<file path="config.mk">
export PLATFORM = sky130hd
export DESIGN_NAME = bin2bcd_display_flat
export DESIGN_NICKNAME = d
export VERILOG_FILES = /design/src/rtl/pmod_display_pkg.sv /design/src/rtl/bin2bcd_display_if.sv /design/src/rtl/bcd_digit_adjust.sv /design/src/rtl/bin2bcd_display.sv /design/src/flat_wrapper.sv
export SDC_FILE = /design/constraint.sdc
export NUM_CORES = 1
export LEC_CHECK = 0
export ABC_CLOCK_PERIOD_IN_PS = 2800
export BUFFER_PORTS_ARGS = -buffer_cell sky130_fd_sc_hd__buf_2
export CORE_MARGIN = 2
export CORE_UTILIZATION = 53
export DETAILED_ROUTE_END_ITERATION = 7
export PLACE_DENSITY_LB_ADDON = 0.25
export SETUP_SLACK_MARGIN = 0.1
export SYNTH_ARGS = -nofsm -noshare
export SYNTH_HDL_FRONTEND = slang
export SYNTH_SLANG_ARGS = --single-unit
</file>
<file path="constraint.sdc">
create_clock -name clk -period 2.8 [get_ports clk]
set_input_delay 0.28 -clock clk [delete_from_list [all_inputs] [get_ports clk]]
set_output_delay 0.28 -clock clk [all_outputs]
set_load 0.01 [all_outputs]
</file>
<file path="src/rtl/pmod_display_pkg.sv">
// Items shared between the binary-to-BCD front end and the 7-segment driver.
package pmod_display_pkg;

  localparam int          NUMBER_OF_DIGITS = 8;
  localparam logic [31:0] BCD_MAX          = 32'd99_999_999;
  localparam logic [31:0] OVERFLOW_PATTERN = 32'hEEEE_EEEE;

  typedef enum logic {
    IDLE  = 1'b0,
    SHIFT = 1'b1
  } state_t;

endpackage

</file>
<file path="src/rtl/bin2bcd_display_if.sv">
// Upstream value handshake plus the packed-BCD result bus seen by the driver.
interface bin2bcd_display_if #(
  parameter int INPUT_WIDTH = 27
);
  logic [INPUT_WIDTH-1:0] in_value;
  logic                   in_valid;
  logic                   in_ready;
  logic [31:0]            display_data;
  logic                   display_valid;
  logic                   overflow;

  modport master (
    output in_value, in_valid,
    input  in_ready, display_data, display_valid, overflow
  );

  modport slave (
    input  in_value, in_valid,
    output in_ready, display_data, display_valid, overflow
  );
endinterface

</file>
<file path="src/rtl/bcd_digit_adjust.sv">
// Double-dabble correction cell: one BCD nibble, add 3 when it is 5 or more.
module bcd_digit_adjust (
  input  logic [3:0] d,
  output logic [3:0] q
);

  // Nibble stays 4 bits; a legal BCD digit never carries out here.
  assign q = (d >= 4'd5) ? d + 4'd3 : d;

endmodule

</file>
<file path="src/rtl/bin2bcd_display.sv">
// Iterative double-dabble converter feeding packed BCD to the display driver.
module bin2bcd_display
  import pmod_display_pkg::*;
#(
  parameter int INPUT_WIDTH = 27
) (
  input logic              clk,
  input logic              rst,
  bin2bcd_display_if.slave bus
);

  localparam int CW = $clog2(INPUT_WIDTH + 1);

  state_t                                 state;
  logic [31:0]                            bcd;
  logic [INPUT_WIDTH-1:0]                 bin;
  logic [CW-1:0]                          cnt;
  logic [NUMBER_OF_DIGITS-1:0][3:0]       adj;
  logic [31:0]                            adj_flat;
  logic [31:0]                            bcd_next;
  logic [31:0]                            in_ext;

  // Per-digit add-3 correction applied to the current scratch nibbles.
  for (genvar g = 0; g < NUMBER_OF_DIGITS; g++) begin : g_digit
    bcd_digit_adjust u_adj (
      .d (bcd[4*g +: 4]),
      .q (adj[g])
    );
  end

  assign adj_flat = adj;
  // Corrected BCD shifted left, pulling in the next binary MSB.
  assign bcd_next = (adj_flat << 1) | 32'(bin[INPUT_WIDTH-1]);
  assign in_ext   = 32'(bus.in_value);

  // Control FSM with registered handshake and result outputs.
  always_ff @(posedge clk or posedge rst) begin
    if (rst) begin
      state             <= IDLE;
      bcd               <= '0;
      bin               <= '0;
      cnt               <= '0;
      bus.display_data  <= '0;
      bus.display_valid <= 1'b0;
      bus.overflow      <= 1'b0;
      bus.in_ready      <= 1'b0;
    end else begin
      bus.display_valid <= 1'b0;
      case (state)
        IDLE: begin
          bus.in_ready <= 1'b1;
          if (bus.in_valid && bus.in_ready) begin
            if (in_ext > BCD_MAX) begin
              // Cannot be shown in 8 digits: report at once, stay ready.
              bus.display_data  <= OVERFLOW_PATTERN;
              bus.overflow      <= 1'b1;
              bus.display_valid <= 1'b1;
            end else begin
              bcd          <= '0;
              bin          <= bus.in_value;
              cnt          <= CW'(INPUT_WIDTH);
              state        <= SHIFT;
              bus.in_ready <= 1'b0;
            end
          end
        end
        SHIFT: begin
          bcd <= bcd_next;
          bin <= bin << 1;
          cnt <= cnt - CW'(1);
          // Last iteration: publish only the finished value, never scratch.
          if (cnt == CW'(1)) begin
            bus.display_data  <= bcd_next;
            bus.overflow      <= 1'b0;
            bus.display_valid <= 1'b1;
            bus.in_ready      <= 1'b1;
            state             <= IDLE;
          end
        end
      endcase
    end
  end

endmodule

</file>
<file path="src/flat_wrapper.sv">
// flat-port wrapper written by rule: the top's interface ports become plain ports
module bin2bcd_display_flat import pmod_display_pkg::*;
#(
  parameter int INPUT_WIDTH = 27
)
  (clk, rst, bus_in_value, bus_in_valid, bus_in_ready, bus_display_data, bus_display_valid, bus_overflow);
  bin2bcd_display_if #(.INPUT_WIDTH(INPUT_WIDTH)) bus_i ();
  input logic clk;
  input logic rst;
  input wire logic [$bits(bus_i.in_value)-1:0] bus_in_value;
  input wire logic [$bits(bus_i.in_valid)-1:0] bus_in_valid;
  output wire logic [$bits(bus_i.in_ready)-1:0] bus_in_ready;
  output wire logic [$bits(bus_i.display_data)-1:0] bus_display_data;
  output wire logic [$bits(bus_i.display_valid)-1:0] bus_display_valid;
  output wire logic [$bits(bus_i.overflow)-1:0] bus_overflow;
  assign bus_i.in_value = bus_in_value;
  assign bus_i.in_valid = bus_in_valid;
  assign bus_in_ready = bus_i.in_ready;
  assign bus_display_data = bus_i.display_data;
  assign bus_display_valid = bus_i.display_valid;
  assign bus_overflow = bus_i.overflow;
  bin2bcd_display #(.INPUT_WIDTH(INPUT_WIDTH)) u_core (.clk(clk), .rst(rst), .bus(bus_i));
endmodule
</file>
==> results of run 1 <==
## synth_stat cells (all sizes together)
cell,count,area (um^2)
nor4b,1,15.0
nand2b,10,62.6
o31ai,1,7.51
a211oi,15,118
mux2i,26,260
nor3,4,31.3
nand2,47,176
a41o,1,10.0
dfrtp,100,2500
ha,18,225
clkbuf,25,93.8
a211o,4,35.0
a32o,1,10.0
buf,12,70.1
a31oi,2,12.5
o21a,2,15.0
or4b,1,10.0
and3,20,125
inv,22,82.6
nor2,64,240
nor3b,16,120
a22oi,22,170
o311a,1,21.3
and2,1,6.26
nand3,20,100
o211ai,21,163
nand3b,1,7.51
o21ai,26,130
xnor2,8,70.1
or4,1,7.51
a21oi,73,365
a221o,1,10.0
nand4,1,6.26
o32ai,1,8.76
nor2b,2,12.5
a22o,4,35.0
o211a,1,17.5
## cells by family after synthesis
| logic type | after synthesis | share of synthesized area [%] |
|---|---|---|
| AO/OA/AOI/OAI | 176 | 21.1 |
| XOR/XNOR | 8 | 1.31 |
| adder cells (fa/ha/maj) | 18 | 4.21 |
| buffers and inverters | 59 | 4.60 |
| flip-flops | 100 | 46.7 |
| multiplexers | 26 | 4.86 |
| AND/OR/NAND/NOR | 189 | 17.2 |
## cell usage in the layout, fill, tap and decap left out, types with 2 or more instances in the layout
| cell type | count |
|---|---|
| mux2i_1 | 26 |
| buf_4 | 14 |
| nor2_1 | 64 |
| a22oi_1 | 21 |
| nor2b_1 | 2 |
| nand2_1 | 47 |
| bufinv_16 | 2 |
| nor3_1 | 3 |
| xnor2_1 | 8 |
| clkbuf_8 | 10 |
| a211oi_1 | 14 |
| dfrtp_1 | 99 |
| buf_2 | 64 |
| ha_1 | 18 |
| o21a_1 | 2 |
| o21ai_0 | 26 |
| o211ai_1 | 20 |
| and3_1 | 20 |
| inv_1 | 21 |
| nand2b_1 | 10 |
| a21oi_1 | 73 |
| a31oi_1 | 2 |
| a22o_1 | 4 |
| nand3_1 | 20 |
| nor3b_1 | 16 |
| a211o_1 | 4 |
## metal layers
| layer | up-vias | share of wire [%] | global-route usage (%) |
|---|---|---|---|
| met5 | - | 0 | 0 |
| met4 | 0 | 1.3 | 6.85 |
| met3 | 13 | 4.5 | 4.95 |
| met2 | 100 | 48 | 37.3 |
| met1 | 2212 | 46 | 30.1 |
| li1 | 2163 | - | - |
## registers in the layout (all words and copies together), names as in the netlist
name	flops
u_core.bus.overflow	1
u_core.bcd	32
u_core.bin	27
u_core.state	1
u_core.cnt	5
u_core.bus.display_data	32
u_core.bus.display_valid	1
u_core.bus.in_ready	1
## worst paths after layout
kind / from / to / slack (ps) / cells past startpoint
setup / recovery: u_core.cnt[2] / u_core.bus.display_data[7] / 510 / 5
hold / removal: rst / u_core.bus.display_data[1] / 20 / 3
setup reg to reg: u_core.cnt[2] / u_core.bus.display_data[7] / 510 / 5
hold reg to reg: u_core.bus.overflow / u_core.bus.overflow / 480 / 2
max in group asynchronous: rst / u_core.bcd[28] / 2350 / 3
min in group clk: bus_in_value[0] / u_core.bin[0] / 130 / 2
## power by group through the flow
stage                     Combinational (mW)  Sequential, mW  Clock, mW
after floorplan                         2.19            2.62          0
after global placement                  2.88            2.60          0
after detailed placement                3.01            2.63          0
after CTS                               3.02            2.61       1.07
after global routing                    3.43            2.71       1.12
final                                   2.99            2.62       1.04
## area by class of cell
type                            count  area, um^2
Clock buffer                       11         141
Fill cell                         874        3720
Timing Repair Buffer               79         445
Sequential cell                   100        2510
Inverter                           22        86.3
Multi-Input combinational cell    417        2620
Clock inverter                      5        82.6
Tap cell                          133         166
## per-stage QoR
step	cell area, um^2	util, %	total power [mW]
after floorplan	5360	-	4.81
after global placement	5830	59.6	5.47
after detailed placement	5830	59.6	5.63
after CTS	6050	61.9	6.71
after global routing	6050	61.9	7.27
final	6050	61.9	6.65
## worst register-to-register path, cell delays in order (launching register included)
cell and delay, ps:
dfrtp_1 410, nand2b_1 230, or4b_2 850, buf_4 280
a211oi_1 320, a21oi_1 70
==> reports/qor.yml, run 1 <==
sta:
  worstMarginPinSlew_ps: 1080
  slew_violations: 0
  tns_ps: 0
  hold_viol_final: 0
  grt_setup_unrepaired: "false"
  fmax_mhz: 437
  max-slew-margin-rel_pct: 28.1
  finClkSkew_ps: 13.9
  fin_crit_sh_pct: 81.8
  finalSetupViolCount: 0
  setup_slack_ps: 511
  min_period_ps: 2290
  hold_ws_ps: 21.2
cts:
  cts_buffers: 9
  cts.clk_slew.worst_paths_ps: 100
  post_cts_buffers: 0
  postCtsResizedCells: 0
  cts_root_buffer: "clkbuf_8"
  cts_max_level: 3
  cts_hold_buf: 0
  cts_tree: "built"
  clkSinkCount: 100
  clk_latency_ps: 380
  clock_path_buffers: 2
critical_path:
  crit_type: "flip-flop to flip-flop"
  crit_buf_inv: 1
  end_kind: "flip-flop"
  critPathTopFamily: "simple AND/OR/NAND/NOR gates"
  cp.required_ps: 3050
  crit_fanout: 16
  path_cells: "nand2b_1, or4b_2, buf_4, a211oi_1, a21oi_1"
  slowest_delay_ps: 850
  cp_slowest_cell: "or4b_2"
  cp.arrival_ps: 2540
  start_kind: "flip-flop"
floorplanning:
  initial_utilization_pct: 54.8
  fp.dieH_um: 105
  core_um2: 9770
  fp-row-count: 36
  die_x_um: 105
  ios: 65
  die_area_um2: 10900
worst_hold_path:
  hp-class: "input port to asynchronous set/reset pin"
placed_design:
  routabilityCongestion: 0.801
  placedCellCount: 751
  pre_cts_ws_ps: 522
  hpwl_um: 7730
  io_buffers: 64
synth:
  seq_area_frac_synth_pct: 46.7
  synthCells: 576
  synth_seq_cells: 100
  avgSynthCellArea_um2: 9.29
  yosys_warnings: 0
  netlist-cell-type-count: 42
  synth_area_um2: 5350
  syn-num-nets: 624
detailed_routing:
  dr.pass1.iters: 4
  drc: 0
  post_drt_wl_per_cell_um: 15.3
  vias_per_cell: 5.85
  drt-total-wl_um: 11800
  vias: 4488
  ant_nets: 0
  drtIter0Drc: 244
power_and_ir_drop:
  leakage_nw: 2.82
  intPower_mw: 3.95
  switching_share_pct: 40.7
  cellPowerDensity_nw_per_um2: 1100
  peakVddDrop_mv: 0.659
  power.share.clock_pct: 15.6
  seqPwrFrac_pct: 39.4
  power_frac_comb_pct: 45.0
  p_switching_mw: 2.71
global_route:
  grt_max_degree: 106
  antenna_found_initial: 0
  gr-total-overflow: 0
  grt_pass1_vias: 4278
  grt_pass1_wl_um: 20300
  gr-usage-all-layers_pct: 22.7
finish:
  fin_nets: 677
  fin_cells: 767
  drive_gt1_share_pct: 16.4
  num_antenna_cells: 0
  area_growth_pct: 13.0
job:
  maxCapViolCount: 0
run_status:
  outcome: "completed"
(Power assumes the default switching activity.)
==> inputs of run 2 (changes only) <==
ABC_AREA = 1   (was default)
ABC_CLOCK_PERIOD_IN_PS = 2100   (was 2800)
clock period = 2.1 ns   (was 2.8 ns; I/O delays follow)
==> reports/qor.yml, run 2 <==
global_route:
  gr-usage-all-layers_pct: 23.2  # +0.54 points
  antenna_found_initial: 0  # unchanged
  grt_pass1_vias: 4823  # +13%
  gr-total-overflow: 0  # unchanged
  grt_pass1_wl_um: 21300  # +4.8%
  grt_max_degree: 49  # -54%
critical_path:
  end_kind: "flip-flop"
  slowest_delay_ps: 520  # -330 ps
  crit_buf_inv: 2  # +1
  crit_fanout: 22  # +6
  cp_slowest_cell: "dfrtp_2"
  critPathTopFamily: "simple AND/OR/NAND/NOR gates"
  critPathLaunch: "u_core.state"
  cp.required_ps: 2410  # -640 ps
  worstReg2RegStart: "u_core.state"
  cp.arrival_ps: 2090  # -450 ps
  cpMostUsedCell: "nand2_1"
  start_kind: "flip-flop"
  path_cells: "inv_2, nand2_1, nand2_2, buf_4, nand2_1, nand2_1"
  crit_type: "flip-flop to flip-flop"
synth:
  syn-num-nets: 810  # +30%
  yosys_warnings: 0  # unchanged
  synthCells: 762  # +32%
  synth_area_um2: 5540  # +3.5%
  yosys-top-cells-area: "dfrtp_1, nand2_1, nand3_1"
  synth_seq_cells: 100  # unchanged
  seq_area_frac_synth_pct: 45.1  # -1.6 points
  synth_top_area_share_pct: 45.1  # -1.6 points
  synth_area_leader_cell: "dfrtp_1"
  avgSynthCellArea_um2: 7.27  # -22%
  synth_ff_type: "dfrtp_1"
  synth-edff-count: 0  # unchanged
  yosysMostFrequentCell: "nand2_1"
  netlist-cell-type-count: 27  # -36%
  yosys-top-cells-count: "nand2_1, inv_1, dfrtp_1"
  synth-async-reset-ratio_pct: 100  # unchanged
finish:
  num_antenna_cells: 0  # unchanged
  drive_gt1_share_pct: 13.2  # -3.2 points
  final_cell_mix: "nand2_1, inv_1, dfrtp_1, nand3_1, buf_2"
  fillCellCount: 941  # +7.7%
  fin_nets: 867  # +28%
  largestRegisters: "u_core.bcd: 32 flops, u_core.bus.display_data: 32 flops, u_core.bin: 27 flops"
  final_common_cell: "nand2_1"
  area_growth_pct: 12.4
sta:
  finalSetupViolCount: 0  # unchanged
  setup_slack_ps: 319  # -191 ps
  fmax_mhz: 562  # +29%
  max-slew-margin-rel_pct: 69.4  # +41 points
  slew_violations: 0  # unchanged
  finClkSkew_ps: 12.7  # -1.15 ps
  min_period_ps: 1780  # -509 ps
  worstMarginPinSlew_ps: 459  # -619 ps
  grt_setup_unrepaired: "false"
  hold_viol_final: 0  # unchanged
  tns_ps: 0  # unchanged
  fin_crit_sh_pct: 84.8  # +3.0 points
worst_hold_path:
  holdCritStartpoint: "bus_in_value[0]"
  hp-class: "input port to flip-flop"
placed_design:
  io_buffers: 64  # unchanged
  pre_cts_ws_ps: 312  # -211 ps
  routabilityCongestion: 0.879  # +9.7%
  hpwl_um: 8630  # +12%
detailed_routing:
  dr.pass1.iters: 5  # +1
  drc: 0  # unchanged
  ant_nets: 0  # unchanged
  drtIter0Drc: 271  # +11%
  vias_per_cell: 5.17  # -12%
  drt-total-wl_um: 12000  # +2.3%
  vias: 4961  # +11%
  post_drt_wl_per_cell_um: 12.5  # -18%
power_and_ir_drop:
  power.share.clock_pct: 14.3  # -1.3 points
  p_switching_mw: 4.27  # +58%
  power_mw: 9.71  # +46%
  leakage_nw: 3.65  # +29%
  switching_share_pct: 44.0  # +3.3 points
  cellPowerDensity_nw_per_um2: 1560  # +42%
  peakVddDrop_mv: 0.586  # -11%
  power_frac_comb_pct: 49.3  # +4.3 points
  intPower_mw: 5.43  # +38%
  seqPwrFrac_pct: 36.3  # -3.1 points
job:
  maxCapViolCount: 0  # unchanged
floorplanning:
  die_area_um2: 11300  # +3.4%
  fp.dieH_um: 106  # +1.7%
  fp-row-count: 37  # +2.8%
  die_x_um: 106  # +1.7%
  initial_utilization_pct: 54.2  # -0.60 points
  core_um2: 10200  # +4.7%
  ios: 65  # unchanged
cts:
  cts_max_level: 3  # unchanged
  post_cts_buffers: 0  # unchanged
  cts_root_buffer: "clkbuf_8"
  clkSinkCount: 100  # unchanged
  clk_latency_ps: 360  # -20 ps
  cts_tree: "built"
  clock_path_buffers: 2  # unchanged
  cts.clk_slew.worst_paths_ps: 100  # about the same
  cts_buffers: 9  # unchanged
  postCtsResizedCells: 0  # unchanged
run_status:
  outcome: "completed"
==> run 2: cell count changes after synthesis, moves of 21 or more <==
| cell | change |
|---|---|
| nand3_1 | +65 |
| nand2_1 | +258 |
| a21oi_1 | -69 |
| mux2i_1 | -26 |
| inv_1 | +82 |
| nor2_1 | -40 |
| a22oi_1 | -21 |
==> run 2: worst paths after layout <==
check	to	slack, ps	cells after the start
max	u_core.bcd[8]	320	6
min	u_core.bin[0]	130	3
max reg2reg	u_core.bcd[8]	320	6
min reg2reg	u_core.bin[21]	480	2
max in group asynchronous	u_core.bus.display_data[18]	1090	4
min in group asynchronous	u_core.bin[9]	370	3
==> run 2: logic make-up (layout without fill, tap and decap cells) <==
| logic type | count (synthesis) | after routing | share of synthesized area (%) |
|---|---|---|---|
| adder cells (fa/ha/maj) | 18 | 18 | 4.06 |
| AO/OA/AOI/OAI | 57 | 57 | 5.85 |
| AND/OR/NAND/NOR | 436 | 436 | 33.0 |
| XOR/XNOR | 9 | 9 | 1.42 |
| buffers and inverters | 142 | 204 | 10.5 |
| flip-flops | 100 | 100 | 45.1 |
==> run 2: worst register-to-register path, delay by kind of cell, from the launching register on <==
kind | cells | cell delay (ps)
buffers and inverters | 2 | 560
flip-flops | 1 | 520
AND/OR/NAND/NOR | 4 | 640
==> run 2: cell type report <==
cell class / count / area, um^2 / area share [%]
multi-input cells: 520 / 2460 / 39.4
inverters: 109 / 413 / 6.63
flip-flops and latches: 100 / 2500 / 40.2
clock inverters: 5 / 85.1 / 1.37
clock buffers: 11 / 141 / 2.27
well taps: 136 / 170 / 2.73
repair buffers: 79 / 460 / 7.39
==> run 2: power groups by stage <==
stage | combinational, mW | clock (mW) | sequential (mW)
after floorplan | 3.54 | 0 | 3.56
after global placement | 4.59 | 0 | 3.51
after detailed placement | 4.81 | 0 | 3.56
after CTS | 4.83 | 1.42 | 3.53
after global routing | 5.63 | 1.49 | 3.66
final | 4.79 | 1.39 | 3.53
==> run 2: timing repair <==
item / in CTS / in global routing
hold endpoints to repair: 11 / 0
hold buffers: 1 / 0
setup endpoints to repair: 0 / 0
==> run 2: stage by stage <==
step / hold slack [ps] / util, % / cell area, um^2 / std cells
floorplan: 367 / - / 5550 / 762
finish: 132 / 60.9 / 6230 / 960
detailed placement: 224 / 58.6 / 5990 / 943
global route: 162 / 60.9 / 6230 / 960
CTS: 119 / 60.9 / 6230 / 960
global placement: 219 / 58.6 / 5990 / 943
==> run 2: metal layers <==
layer | GRT usage (%) | part of all wire (%) | routed length [um]
met5 | 0 | 0 | 0
met4 | 11.3 | 3.1 | 369
met3 | 3.25 | 5.3 | 634
met2 | 39.5 | 48 | 5790
met1 | 29.0 | 44 | 5250
==> inputs of run 3 (changes only) <==
ABC_CLOCK_PERIOD_IN_PS = 1400   (was 2100)
clock period = 1.4 ns   (was 2.1 ns; I/O delays follow)
==> reports/qor.yml, run 3 (same netlist as run 2, synthesis figures left out) <==
global_route:
  gr-usage-all-layers_pct: 29.8  # +6.6 points
  grt_max_degree: 29  # -41%
  antenna_found_initial: 0  # unchanged
  grt_pass1_wl_um: 26500  # +25%
  grt_pass1_vias: 5560  # +15%
  gr-total-overflow: 0  # unchanged
detailed_routing:
  drt-total-wl_um: 22200  # +84%
  vias: 6567  # +32%
  vias_per_cell: 6.10  # +18%
  dr.pass1.iters: 7  # +2
  drc: 0  # unchanged
  ant_nets: 0  # unchanged
  drtIter0Drc: 743  # +170%
  post_drt_wl_per_cell_um: 20.6  # +64%
power_and_ir_drop:
  leakage_nw: 4.56  # +25%
  power_mw: 22.0  # +130%
  cellPowerDensity_nw_per_um2: 2600  # +67%
  peakVddDrop_mv: 1.24  # +110%
sta:
  grt_setup_unrepaired: "true"
  finClkSkew_ps: 8.84  # -3.91 ps
  hold_viol_final: 0  # unchanged
  fin_crit_sh_pct: 119  # +34 points
  fmax_mhz: 601  # +7.1%
  slew_violations: 0  # unchanged
  setup_slack_ps: -263  # -583 ps
  worstMarginPinSlew_ps: 554  # +94.9 ps
  min_period_ps: 1660  # -117 ps
  tns_ps: -7280  # -7280 ps
  finalSetupViolCount: 92  # +92
  max-slew-margin-rel_pct: 63.0  # -6.4 points
cts:
  cts_buffers: 9  # unchanged
  cts.clk_slew.worst_paths_ps: 110  # about the same
  cts_tree: "built"
  clk_latency_ps: 400  # +40 ps
  cts_root_buffer: "clkbuf_8"
  clock_path_buffers: 2  # unchanged
  clkSinkCount: 100  # unchanged
  cts_max_level: 3  # unchanged
finish:
  largestRegisters: "u_core.bcd: 32 flops, u_core.bus.display_data: 32 flops, u_core.bin: 27 flops"
  drive_gt1_share_pct: 45.1  # +32 points
  final_common_cell: "nand2_1"
  num_antenna_cells: 0  # unchanged
  final_cell_mix: "nand2_1, dfrtp_1, buf_4, nand2_2, inv_1"
  fillCellCount: 506  # -46%
  fin_nets: 984  # +13%
  area_growth_pct: 52.3
  fin_area_um2: 8440  # +35%
placed_design:
  hpwl_um: 9170  # +6.3%
  pre_cts_ws_ps: -248  # -560 ps
  dpl-instance-area_um2: 6390  # +6.7%
  routabilityCongestion: 0.883  # +0.49%
  io_buffers: 64  # unchanged
job:
  maxCapViolCount: 0  # unchanged
floorplanning:
  die_area_um2: 11300  # unchanged
  initial_utilization_pct: 54.2  # unchanged
  core_um2: 10200  # unchanged
  die_x_um: 106  # unchanged
  fp-row-count: 37  # unchanged
  fp.dieH_um: 106  # unchanged
  ios: 65  # unchanged
critical_path:
  cpMostUsedCell: "nand2_1"
  crit_fanout: 4  # -82%
  start_kind: "flip-flop"
  end_kind: "flip-flop"
  cp_slowest_cell: "dfrtp_1"
  crit_type: "flip-flop to flip-flop"
  path_cells: "inv_2, ha_1, nand2_1, nand3_2, inv_4, nand2_1, o211ai_1, o21ai_1, inv_1, nand2_1, inv_1"
  slowest_delay_ps: 400  # -120 ps
  cp.required_ps: 1740  # -670 ps
  cp.arrival_ps: 2000  # -90 ps
run_status:
  violations: "negative setup slack"
  outcome: "finished, violations left"
worst_hold_path:
  hp-class: "input port to flip-flop"
run 3: cell types whose count changed in the layout (fill, tap and decap cells not counted), sizes merged:
| cell | delta |
|---|---|
| buf | +112 |
| nand2 | +3 |
| clkbuf | +2 |
| clkinv | -1 |
| clkinvlp | +1 |
run 3: timing repair:
action | CTS | global route
setup buffers | 35 | 33
pin swaps | 23 | 51
cloned | 6 | 2
gates resized for setup | 137 | 185
endpoints found under the hold margin | 17 | 0
setup endpoints to repair | 94 | 90
hold buffers | 1 | 0
run 3: routing by layer:
| metal | global-route usage, % | routed length (um) | vias up |
|---|---|---|---|
| li1 | - | - | 2700 |
| met5 | 0 | 0 | - |
| met2 | 52.7 | 10700 | 576 |
| met4 | 10.4 | 1660 | 0 |
| met1 | 36.8 | 7600 | 3108 |
| met3 | 5.03 | 2200 | 183 |
run 3: final timing paths:
path	start	end	slack (ps)	cells after the start
worst max-delay path	u_core.bcd[9]	u_core.bcd[10]	-260	11
min in group asynchronous	rst	u_core.bin[11]	330	3
worst min register to register	u_core.bin[19]	u_core.bin[19]	490	2
max in group asynchronous	rst	u_core.bin[2]	480	4
worst max register to register	u_core.bcd[9]	u_core.bcd[10]	-260	11
worst min-delay path	bus_in_value[15]	u_core.bin[15]	100	5
run 3: area by class of cell:
| class | count | area, um^2 | share of cell area, % |
|---|---|---|---|
| timing repair buffer | 193 | 1640 | 19.4 |
| inverter | 109 | 448 | 5.31 |
| tap | 136 | 170 | 2.02 |
| clock buffer | 11 | 131 | 1.56 |
| clock inverter | 5 | 83.8 | 0.993 |
| sequential | 100 | 2510 | 29.7 |
| multi-input combinational | 523 | 3460 | 41.0 |
run 3: through the flow:
step / cells / utilization, % / hold WS [ps]
after floorplan: 762 / - / 297
after global placement: 988 / 62.5 / 207
after detailed placement: 988 / 62.5 / 200
after CTS: 1046 / 73.2 / 115
after global routing: 1077 / 82.5 / 123
final: 1077 / 82.5 / 96.7
run 3: worst max-delay path: cells and delay by family (launching register included):
| family | cells | cell delay [ps] |
|---|---|---|
| compound gates | 2 | 260 |
| simple gates | 4 | 390 |
| fa+ha+maj | 1 | 210 |
| buf+inv | 4 | 340 |
| flops | 1 | 400 |
run 3: report_power, final:
part / switching, mW / total [mW] / leakage (nW) / internal, mW
clock: 1.16 / 2.18 / 0.100 / 1.02
sequential: 1.42 / 5.73 / 1.22 / 4.31
combinational: 8.16 / 14.1 / 3.24 / 5.90
